**src/rtl/gate_seq_ctrl_if.sv**
```systemverilog
// Handshake and result bundle between a gate sequencer and whatever drives it.
// The master side supplies the run controls and the gate response; the slave is the sequencer.
interface gate_seq_ctrl_if;
  logic       start;
  logic       abort;
  logic [3:0] tt;
  logic       dut_out;
  logic       a;
  logic       b;
  logic       busy;
  logic       done;
  logic       pass;
  logic [2:0] err_count;
  logic [3:0] fail_mask;

  modport master (
    output start, abort, tt, dut_out,
    input  a, b, busy, done, pass, err_count, fail_mask
  );

  modport slave (
    input  start, abort, tt, dut_out,
    output a, b, busy, done, pass, err_count, fail_mask
  );
endinterface

```
**src/rtl/gate_seq_ctrl.sv**
```systemverilog
// Steps a two-input gate through {a,b}=00,01,10,11, lets each vector settle,
// and checks the gate output against a latched truth table.
//
// state  | meaning
// IDLE   | waiting for start; results of the last run held
// SETTLE | vector idx driven on a,b, settle counter running
// CHECK  | one cycle: compare dut_out with tt[idx], record mismatch
// DONE   | one cycle: done pulse, pass valid
module gate_seq_ctrl #(
  parameter int unsigned SETTLE_CYCLES = 1
) (
  input logic            clk,
  input logic            rst_n,
  gate_seq_ctrl_if.slave bus
);
  typedef enum logic [1:0] {
    IDLE   = 2'd0,
    SETTLE = 2'd1,
    CHECK  = 2'd2,
    DONE   = 2'd3
  } state_t;

  localparam logic [3:0] CNT_LOAD = 4'(SETTLE_CYCLES - 1);

  state_t     state;
  logic [1:0] idx;
  logic [3:0] tt_q;
  logic [3:0] cnt;
  logic       a_q;
  logic       b_q;
  logic       busy_q;
  logic       done_q;
  logic       pass_q;
  logic [2:0] err_q;
  logic [3:0] mask_q;
  logic       mismatch;
  logic [2:0] err_upd;

  // err_upd includes the current CHECK result so pass can use it in the same edge
  always_comb begin
    mismatch = (bus.dut_out != tt_q[idx]);
    err_upd  = err_q;
    if (mismatch && (err_q != 3'd4)) err_upd = err_q + 3'd1;
  end

  assign bus.a         = a_q;
  assign bus.b         = b_q;
  assign bus.busy      = busy_q;
  assign bus.done      = done_q;
  assign bus.pass      = pass_q;
  assign bus.err_count = err_q;
  assign bus.fail_mask = mask_q;

  always_ff @(posedge clk or negedge rst_n) begin
    if (!rst_n) begin
      state  <= IDLE;
      idx    <= 2'd0;
      tt_q   <= 4'd0;
      cnt    <= 4'd0;
      a_q    <= 1'b0;
      b_q    <= 1'b0;
      busy_q <= 1'b0;
      done_q <= 1'b0;
      pass_q <= 1'b0;
      err_q  <= 3'd0;
      mask_q <= 4'd0;
    end else begin
      done_q <= 1'b0;
      case (state)
        IDLE: begin
          if (bus.start) begin
            tt_q   <= bus.tt;
            idx    <= 2'd0;
            err_q  <= 3'd0;
            mask_q <= 4'd0;
            pass_q <= 1'b0;
            a_q    <= 1'b0;
            b_q    <= 1'b0;
            cnt    <= CNT_LOAD;
            busy_q <= 1'b1;
            state  <= SETTLE;
          end
        end
        SETTLE: begin
          if (bus.abort) begin
            idx    <= 2'd0;
            a_q    <= 1'b0;
            b_q    <= 1'b0;
            pass_q <= 1'b0;
            busy_q <= 1'b0;
            state  <= IDLE;
          end else if (cnt == 4'd0) begin
            state <= CHECK;
          end else begin
            cnt <= cnt - 4'd1;
          end
        end
        CHECK: begin
          // abort wins over recording this vector's result
          if (bus.abort) begin
            idx    <= 2'd0;
            a_q    <= 1'b0;
            b_q    <= 1'b0;
            pass_q <= 1'b0;
            busy_q <= 1'b0;
            state  <= IDLE;
          end else begin
            err_q <= err_upd;
            if (mismatch) mask_q <= mask_q | (4'b0001 << idx);
            if (idx == 2'd3) begin
              done_q <= 1'b1;
              pass_q <= (err_upd == 3'd0);
              state  <= DONE;
            end else begin
              idx        <= idx + 2'd1;
              {a_q, b_q} <= idx + 2'd1;
              cnt        <= CNT_LOAD;
              state      <= SETTLE;
            end
          end
        end
        DONE: begin
          busy_q <= 1'b0;
          state  <= IDLE;
        end
        default: state <= IDLE;
      endcase
    end
  end
endmodule

```
**src/flat_wrapper.sv**
```systemverilog
// flat-port wrapper written by rule: the top's interface ports become plain ports
module gate_seq_ctrl_flat 
#(
  parameter int unsigned SETTLE_CYCLES = 1
)
  (clk, rst_n, bus_start, bus_abort, bus_tt, bus_dut_out, bus_a, bus_b, bus_busy, bus_done, bus_pass, bus_err_count, bus_fail_mask);
  gate_seq_ctrl_if bus_i ();
  input logic clk;
  input logic rst_n;
  input wire logic [$bits(bus_i.start)-1:0] bus_start;
  input wire logic [$bits(bus_i.abort)-1:0] bus_abort;
  input wire logic [$bits(bus_i.tt)-1:0] bus_tt;
  input wire logic [$bits(bus_i.dut_out)-1:0] bus_dut_out;
  output wire logic [$bits(bus_i.a)-1:0] bus_a;
  output wire logic [$bits(bus_i.b)-1:0] bus_b;
  output wire logic [$bits(bus_i.busy)-1:0] bus_busy;
  output wire logic [$bits(bus_i.done)-1:0] bus_done;
  output wire logic [$bits(bus_i.pass)-1:0] bus_pass;
  output wire logic [$bits(bus_i.err_count)-1:0] bus_err_count;
  output wire logic [$bits(bus_i.fail_mask)-1:0] bus_fail_mask;
  assign bus_i.start = bus_start;
  assign bus_i.abort = bus_abort;
  assign bus_i.tt = bus_tt;
  assign bus_i.dut_out = bus_dut_out;
  assign bus_a = bus_i.a;
  assign bus_b = bus_i.b;
  assign bus_busy = bus_i.busy;
  assign bus_done = bus_i.done;
  assign bus_pass = bus_i.pass;
  assign bus_err_count = bus_i.err_count;
  assign bus_fail_mask = bus_i.fail_mask;
  gate_seq_ctrl #(.SETTLE_CYCLES(SETTLE_CYCLES)) u_core (.clk(clk), .rst_n(rst_n), .bus(bus_i));
endmodule
```
**config.mk**
```make
export PLATFORM = sky130hd
export DESIGN_NAME = gate_seq_ctrl_flat
export DESIGN_NICKNAME = d
export VERILOG_FILES = /design/src/rtl/gate_seq_ctrl_if.sv /design/src/rtl/gate_seq_ctrl.sv /design/src/flat_wrapper.sv
export SDC_FILE = /design/constraint.sdc
export NUM_CORES = 1
export LEC_CHECK = 0
export BUFFER_PORTS_ARGS = -buffer_cell sky130_fd_sc_hd__buf_2
export CORE_MARGIN = 10
export CORE_UTILIZATION = 52
export CTS_BUF_LIST = sky130_fd_sc_hd__clkbuf_8
export DETAILED_ROUTE_END_ITERATION = 16
export GPL_ROUTABILITY_DRIVEN = 0
export PLACE_DENSITY = 0.74
export SYNTH_ARGS = -nofsm -noshare
export SYNTH_HDL_FRONTEND = slang
export SYNTH_SLANG_ARGS = --single-unit
export TNS_END_PERCENT = 30
```
**constraint.sdc**
```tcl
create_clock -name clk -period 1.7 [get_ports clk]
set_clock_uncertainty 0.05 [all_clocks]
set_input_delay 0.085 -clock clk [delete_from_list [all_inputs] [get_ports clk]]
set_output_delay 0.085 -clock clk [all_outputs]
set_load 0.05 [all_outputs]
```
==> results of run 1 <==
==> synth_stat cells <==
library cell | instances | area, um^2
nor3_1 | 2 | 10.0
nand2_1 | 8 | 30.0
ha_1 | 12 | 150
a21oi_1 | 4 | 20.0
o21ai_0 | 5 | 25.0
o21ai_1 | 3 | 15.0
o31ai_2 | 1 | 12.5
mux2i_1 | 4 | 40.0
o21a_1 | 2 | 15.0
xnor2_1 | 2 | 17.5
or2_2 | 1 | 6.26
nor3b_1 | 2 | 15.0
nand2b_1 | 3 | 18.8
and3_1 | 1 | 6.26
inv_1 | 10 | 37.5
xor2_1 | 3 | 26.3
and2b_1 | 1 | 7.51
nand3_1 | 4 | 20.0
a22o_1 | 6 | 52.6
nor2_1 | 12 | 45.0
o32ai_1 | 1 | 8.76
mux2_2 | 6 | 67.6
a2bb2oi_1 | 2 | 17.5
xnor2_2 | 1 | 16.3
and2_1 | 1 | 6.26
a21oi_2 | 1 | 8.76
nor2b_1 | 3 | 18.8
dfrtp_1 | 22 | 551
mux4_2 | 1 | 22.5
a31oi_1 | 1 | 6.26
==> registers in the layout, summed over array words and instances, names as in the netlist, 2 cells and up <==
signal and count:
u_core.bus.fail_mask 4, u_core.tt_q 4, u_core.state 2, u_core.cnt 4, u_core.bus.err_count 3
==> layout by cell type, fill, tap and decap left out, types with 3 or more instances in the layout <==
cell type and instances:
dlygate4sd3_1 5, xor2_1 3, nand3_1 4, mux2_2 5, ha_1 11, dfrtp_1 18
buf_2 20, clkbuf_8 3, buf_4 22, nand2_1 7, o21ai_1 3, o21ai_0 3
a22o_1 6, inv_1 10, nor2_1 11, nand2b_1 3, mux2i_1 3, a21oi_1 4
dfrtp_2 3
==> cell type report <==
class,count,area [um^2]
flip-flops and latches,22,558
repair buffers,47,315
well taps,30,37.5
clock buffers,3,41.3
fillers,171,632
clock inverters,1,30.0
inverters,10,37.5
multi-input cells,93,781
==> cell families (layout without fill, tap and decap cells) <==
kind of cell	count (synthesis)	count (layout)	share of synthesized area (%)
multiplexers	11	11	10.1
AND/OR/NAND/NOR	38	38	14.2
buffers and inverters	10	61	2.90
adder cells (fa/ha/maj)	12	12	11.6
AO/OA/AOI/OAI	26	26	14.0
flip-flops	22	22	42.6
XOR/XNOR	6	6	4.64
==> metrics by stage <==
step	TNS [ns]	cell area (um^2)	hold slack, ns
6_report	-0.962	1800	0.105
2_1_floorplan	-1.09	1310	-0.261
4_1_cts	-0.631	1740	0.0863
3_3_place_gp	-0.504	1580	0.0273
3_5_place_dp	-1.06	1580	0.0260
5_1_grt	-1.92	1800	0.112
==> what timing repair did <==
item                                    4_1_cts  5_1_grt
buffers inserted                              2        2
hold buffers                                  5        0
endpoints found under the setup margin       12       16
pin swaps                                     2        2
gates resized for setup                       8        9
endpoints found under the hold margin        26        0
==> per-layer routing <==
metal  part of all wire (%)  wire, um  GRT usage, %
met5                      0         0             0
met4                    4.4       142          9.65
met3                    6.1       200          3.81
met2                     49      1590          23.5
met1                     41      1330          14.3
==> worst register-to-register path: stages (launching register included) <==
cell	delay, ns
dfrtp_4	0.47
mux4_2	0.53
xnor2_2	0.16
a21oi_2	0.17
mux2i_1	0.28
o31ai_2	0.09
==> final timing paths <==
| path | from | to | slack (ns) |
|---|---|---|---|
| worst max-delay path | u_core.bus.b$_DFFE_PN0P_ | u_core.bus.pass$_DFFE_PN0P_ | -0.17 |
| worst min-delay path | bus_abort | u_core.state[1]$_DFFE_PN0P_ | 0.10 |
| worst max register to register | u_core.bus.b$_DFFE_PN0P_ | u_core.bus.pass$_DFFE_PN0P_ | -0.17 |
| worst min register to register | u_core.bus.fail_mask[1]$_DFFE_PN0P_ | u_core.bus.fail_mask[1]$_DFFE_PN0P_ | 0.46 |
| max in group asynchronous | rst_n | u_core.bus.b$_DFFE_PN0P_ | 0.98 |
| min in group asynchronous | rst_n | u_core.bus.fail_mask[3]$_DFFE_PN0P_ | 0.25 |
==> where the power goes <==
part,switching [mW],internal (mW)
registers,0.0885,0.637
logic,0.696,0.623
clock network,0.186,0.315
total,0.971,1.57
==> impl.org, run 1 <==
** Pwr
- PD cells :: 1410 nW/um^2
- Pwr Total :: 2.55 mW
- Maximum ir drop on the vdd rail :: 1.07 mV
- Static leakage power :: 0.897 nW

** Timing
- Fmax achieved :: 0.534 GHz
- Worst slew margin :: between 60% and 70%
- Final count of pins violating max slew :: 0
- Final Setup Violations :: 11
- Across all setup checks in the final design, the least slack found is -0.173 ns.
- Of the available clock period, the critical path in the final layout requires 110%.
- After layout, the minimum clock period comes to 1.87 ns.
- The hold violation total from the final report came to 0.
- Setup repair after global routing missed its margin :: true
- For the pin with the worst max-slew slack, the measured transition is 0.487 ns.

** Critical path
- Number of buffers and inverters on the critical path :: 0
- Of all nets on the critical path, the largest fanout is 6.
- Startpoint kind of the worst setup timing path :: flop
- Among all stages on the critical path, the largest delay is contributed by mux4_2.
- Crit. path cell count :: 5
- Cells traversed along the worst timing path :: mux4_2 -> xnor2_2 -> a21oi_2 -> mux2i_1 -> o31ai_2
- Kind of capture point of the worst setup path :: flop
- By startpoint and endpoint, the worst setup path is classified as reg -> reg.
- STA puts the critical path data arrival time at 1.98 ns.
- Counting cells, the worst reg-to-reg path comes to 5.
- Crit path required time :: ~1.8 ns
- For this run, the slowest stage of the critical path takes ~0.53 ns.
- Cell family with the largest share of critical-path delay :: multiplexers

** Logic synthesis
- Summing the sequential cell areas from Yosys gives 42.6% of the chip area.
- Post-Syn Area :: roughly 1300 um^2
- In this run the mean area of a mapped cell was 10.3 um^2.
- Register bit count reported by yosys :: 22
- Post-synth cell types :: 30
- After technology mapping, the gate count stands at approximately 130.
- Syn_nets :: 146
- For this run, the number of Yosys warnings is 0.

** Detailed routing
- Number of design rule violations left after detail routing :: 0
- In this run, the number of DRC markers left after iteration 0 of detailed routing was 72.
- Total wire length after detailed routing :: 3.26 mm
- Across all layers, the routed design uses between 1k and 1.5k vias.
- The detail route stage leaves a number of antenna-violating nets equal to 0.
- Number of vias per cell after detailed routing :: 5.42
- After detailed routing, the average wire length per cell comes to 15.8 um.
- Before antenna repair, the detailed router went through 4 iterations.

** Placed design
- After legalization and detailed placement, the total HPWL measured approximately 2.4 mm.
- Dpl cells :: 193
- Number of I/O port buffers :: 20
- Post-Place Setup Slack :: -0.170 ns

** Global routing
- Entering global routing, the biggest net connects 23 pins.
- GRT Resource Usage Total :: 13.8%
- Via count of the first global-routing pass :: 1244
- Global-route wire length before repair :: 5.54 mm
- Remaining global-route overflow :: 0
- Number of antenna violations at the first check in global routing :: 0

** Final layout
- Non-filler instance count after layout :: 206
- The post-route netlist has a little over 40% of its cells at a drive strength greater than 1.
- Layout net count :: approximately 200
- Compared with the post-synthesis result, the final layout area differs by 39.2%.
- At the end of the flow the core is filled with cells to 74.0%.
- Antenna fix cells :: 0

** Clocking
- Num Clock Sinks :: 22
- TritonCTS built the clock tree.
- Number of H-tree branching levels :: 1
- The clock passes through at most 2 buffers.
- Clock-pin slew was measured on the worst setup and hold paths at 0.09 ns.
- In this run the clock root is driven by a clkbuf_8.
- Clock buffers created by TritonCTS :: 3
- Clock latency of the later-clocked register in the worst-skew pair :: approximately 0.27 ns

** Floorplan
- Pin placement for this block handled 21 I/O pins.
- Die area :: 4880 um^2
- For this configuration, the core starts out at a cell density of 53.2%.
- Core area :: 2430 um^2
- From bottom edge to top edge, the die measures roughly 70 um.
- In this run the horizontal extent of the chip is 69.9 um.
- Rows :: 18

** Job
- Max-capacitance violation count :: 0

** Min path
- Counting instances, the worst hold path has a depth of 2.
- Kind of path behind the tightest hold check :: in -> reg

** Outcome
- Result of the run :: finished, violations left
- The checks that failed: setup timing.
Note: power is estimated with default switching activity, not from simulation.
==> inputs of run 2 (changes only) <==
--- a/config.mk
+++ b/config.mk
@@ -7,11 +7,11 @@
 export LEC_CHECK = 0
 export BUFFER_PORTS_ARGS = -buffer_cell sky130_fd_sc_hd__buf_2
 export CORE_MARGIN = 10
-export CORE_UTILIZATION = 52
-export CTS_BUF_LIST = sky130_fd_sc_hd__clkbuf_8
+export CORE_UTILIZATION = 62
+export CTS_BUF_LIST = sky130_fd_sc_hd__clkbuf_4
 export DETAILED_ROUTE_END_ITERATION = 16
 export GPL_ROUTABILITY_DRIVEN = 0
-export PLACE_DENSITY = 0.74
+export PLACE_DENSITY = 0.83
 export SYNTH_ARGS = -nofsm -noshare
 export SYNTH_HDL_FRONTEND = slang
 export SYNTH_SLANG_ARGS = --single-unit
==> constraint.sdc (replaced) <==
create_clock -name clk -period 2.3 [get_ports clk]
set_clock_uncertainty 0.05 [all_clocks]
set_input_delay 0.115 -clock clk [delete_from_list [all_inputs] [get_ports clk]]
set_output_delay 0.115 -clock clk [all_outputs]
set_load 0.05 [all_outputs]
==> run 2 against run 1 <==
The run now ends clean. Clock power down 40%. Critical path depth grew 1. Global-route usage rose by 1.4 points. Critical path type unchanged. Largest cell class unchanged.
==> impl.org, run 2 (synthesized netlist as in run 1, its figures left out) <==
** Outcome
- Result of the run: completed (was finished, violations left).

** Critical path
- Highest cell delay on the worst timing path :: 0.52 ns (was 0.53 ns)
- The last element of the critical path is u_core.cnt[1]$_DFFE_PN0P_ (was u_core.bus.pass$_DFFE_PN0P_).
- The kind of cell adding the most delay to the critical path is flip-flops (was multiplexers).
- The slack of the worst reg-to-reg path came to 0.21 ns (was -0.17 ns).
- Start point of the critical path :: u_core.bus.b$_DFFE_PN0P_ (unchanged)
- The number of cells on the worst reg-to-reg path came to 6 (was 5).
- Kind of capture point of the worst setup path :: flop (unchanged)
- The cell depth of the worst setup path was 6 (was 5).
- Data arrival time of the critical path :: 2.26 ns (was 1.98 ns)
- The data required time of the critical path was 2.46 ns (was 1.80 ns).
- The maximum fanout encountered on the critical timing path was 8 (was 6).
- Cells traversed along the worst timing path: ha_1 -> o21ai_0 -> nor3b_1 -> nand2_1 -> mux2i_1 -> a22o_1 (was mux4_2 -> xnor2_2 -> a21oi_2 -> mux2i_1 -> o31ai_2).
- Critical R2R Capture :: u_core.cnt[1]$_DFFE_PN0P_ (was u_core.bus.pass$_DFFE_PN0P_)
- The reg-to-reg critical path startpoint is u_core.bus.b$_DFFE_PN0P_ (unchanged).
- Setup CP Type :: reg -> reg (unchanged)
- The number of buffer and inverter stages on the critical path was 0 (unchanged).
- The element type at the critical path start was a flop (unchanged).
- Crit-path slowest cell :: dfrtp_1 (was mux4_2)

** Global routing
- The total track usage came to 15.2% (was 13.8%).
- The largest net degree at the start of global routing was 23 (unchanged).
- The global-route congestion overflow total is 0 (unchanged).
- Via count of the first global-routing pass :: 1087 (was 1244)
- The first-pass GRT wire length was 5.22 mm (was 5.54 mm).
- Number of antenna violations at the first check in global routing :: 0 (unchanged)

** Clocking
- The insertion delay of the later-clocked pin in the worst-skew pair was 0.31 ns (was 0.27 ns).
- Reg clk slew, reported paths :: 0.12 ns (was 0.09 ns)
- Clock tree from TritonCTS :: yes (unchanged)
- Clock buffers created by TritonCTS :: 3 (unchanged)
- The number of levels in the clock H-tree was 1 (unchanged).
- The buffer levels on the longest clock path is 2 (unchanged).
- Post-CTS Setup Inserts :: 0 (was 2)
- The sink count of the clock tree is 22 (unchanged).
- The number of gates given a new drive strength after cts is 0 (was 8).
- Root Driver :: clkbuf_4 (was clkbuf_8)
- The number of hold buffers added after CTS was 5 (unchanged).

** Pwr
- The power density relative to cell area came to 1020 nW/um^2 (was 1410 nW/um^2).
- Static leakage power :: 0.764 nW (was 0.897 nW)
- The maximum ir drop on the vdd rail came to 0.823 mV (was 1.07 mV).

** Final layout
- The final standard cell utilization of the core is 77.2% (was 74.0%).
- Leading cell type in the layout, fill and taps excluded :: dfrtp_1 (was buf_4)
- The number of antenna cells inserted came to 0 (unchanged).
- The area used by multi-input combinational logic was 706 um^2 (was 781 um^2).
- The number of inserted filler cells in the final layout was 129 (was 171).
- The final net count came to 176 (was 198).
- Share of post-route cells with drive strength above 1 :: 22.7% (was 41.5%)
- The combined flip-flop and latch cell area came to 551 um^2 (was 558 um^2).
- Commonest cells after routing, fill and taps aside :: 22 x dfrtp_1, 20 x buf_2, 12 x nor2_1, 12 x ha_1, 10 x inv_1 (was 22 x buf_4, 20 x buf_2, 18 x dfrtp_1)
- Area added between synthesis and finish :: 18.3% (was 39.2%)
- The cell area after layout came to 1530 um^2 (was 1800 um^2).

** Detailed routing
- WL/cell :: 17.1 um (was 15.8 um)
- The total number of vias was 1035 (was 1117).
- Starting DRT DRC Count :: 40 (was 72)
- Number of vias per cell after detailed routing :: 5.72 (was 5.42)
- Total wire length after detailed routing :: 3.09 mm (was 3.26 mm)
- The detailed-routing iteration count for the pre-antenna-repair pass was 4 (unchanged).
- Number of design rule violations left after detail routing :: 0 (unchanged)
- Number of nets with antenna violations after detailed routing :: 0 (unchanged)

** Floorplan
- Die area :: 4310 um^2 (was 4880 um^2)
- Starting density of the core :: 65.3% (was 53.2%)
- Core area :: 1980 um^2 (was 2430 um^2)
- Die Span Y :: 65.7 um (was 69.9 um)
- The row count was 16 (was 18).
- Top-level port count :: 21 (unchanged)
- Horizontal die dimension :: 65.7 um (was 69.9 um)

** Placed design
- The quantity of I/O buffers inserted on ports is 20 (unchanged).
- Area after DPL :: 1430 um^2 (was 1580 um^2)
- Post-DP HPWL :: 2.14 mm (was 2.44 mm)

** Timing
- Time the worst path needs with I/O delays and setup :: 2.09 ns (was 1.87 ns)
- The hold violation total from the final report was 0 (unchanged).
- Setup repair after global routing missed its margin :: false (was true)
- Fmax achieved :: 0.477 GHz (was 0.534 GHz)
- Slew at the pin closest to its max-slew limit :: 0.484 ns (was 0.487 ns)
- Setup tns final :: 0 ns (was -0.962 ns)
- Final count of pins violating max slew :: 0 (unchanged)
- The portion of the clock cycle consumed by the worst path in the final layout is 91.1% (was 110%).
- The final setup violation count is 0 (was 11).
- Worst slew margin :: 67.8% (was 67.5%)

** Job
- The number of maximum-capacitance violations came to 0 (unchanged).

** Min path
- The class of the tightest hold or removal check is in -> reg (unchanged).
-- run 2: cell count changes in the layout (fill, tap and decap cells not counted), moves of 2 or more --
cell,change
buf_4,-22
clkbuf_4,+3
clkbuf_8,-3
dfrtp_1,+4
dfrtp_2,-3
nor3b_1,+2
o21ai_0,+2
o21ai_2,-2
-- run 2: through the flow --
stage | power, mW | setup slack (ns) | instances | hold WS (ns)
finish | 1.56 | 0.205 | 181 | 0.0481
detailed placement | 1.23 | 0.287 | 172 | 0.0532
global placement | 1.21 | 0.397 | 172 | 0.0508
CTS | 1.54 | 0.273 | 181 | 0.0421
floorplan | 1.08 | 0.115 | 125 | -0.231
global route | 1.65 | 0.00478 | 181 | 0.0502
-- run 2: report_power, final --
part / internal (mW) / switching, mW / total, mW
combinational: 0.273 / 0.440 / 0.713
sequential: 0.466 / 0.0777 / 0.544
clock: 0.176 / 0.123 / 0.300
total: 0.916 / 0.641 / 1.56
-- run 2: worst reg2reg max path: cells and delay by family, from the launching register on --
family,cells,cell delay (ns)
flip-flops,1,0.52
multiplexers,1,0.17
adder cells (fa/ha/maj),1,0.32
AO/OA/AOI/OAI,2,0.42
AND/OR/NAND/NOR,2,0.51
-- run 2: worst min-delay path by stage --
stage | from | endpoint | slack (ns) | depth (start not counted)
6_report | bus_abort | u_core.state[1]$_DFFE_PN0P_ | 0.05 | 2
4_1_cts | bus_abort | u_core.state[1]$_DFFE_PN0P_ | 0.04 | 2
3_5_place_dp | rst_n | u_core.bus.fail_mask[3]$_DFFE_PN0P_ | 0.05 | 1
2_1_floorplan | rst_n | u_core.bus.a$_DFFE_PN0P_ | -0.23 | 0
3_3_place_gp | rst_n | u_core.bus.fail_mask[0]$_DFFE_PN0P_ | 0.05 | 1
5_1_grt | bus_abort | u_core.state[1]$_DFFE_PN0P_ | 0.05 | 2
-- run 2: final cells by class --
class / instances / share of cell area, %
well taps: 27 / 2.21
flip-flops and latches: 22 / 36.0
repair buffers: 25 / 9.81
inverters: 10 / 2.45
multi-input cells: 93 / 46.1
clock inverters: 1 / 1.96
clock buffers: 3 / 1.47
-- run 2: layer usage --
layer	GRT usage [%]	up-vias	wire [um]
met5	0	-	0
met4	5.08	0	65
met2	27.2	35	1620
li1	-	491	-
met3	3.90	9	165
met1	17.1	500	1240
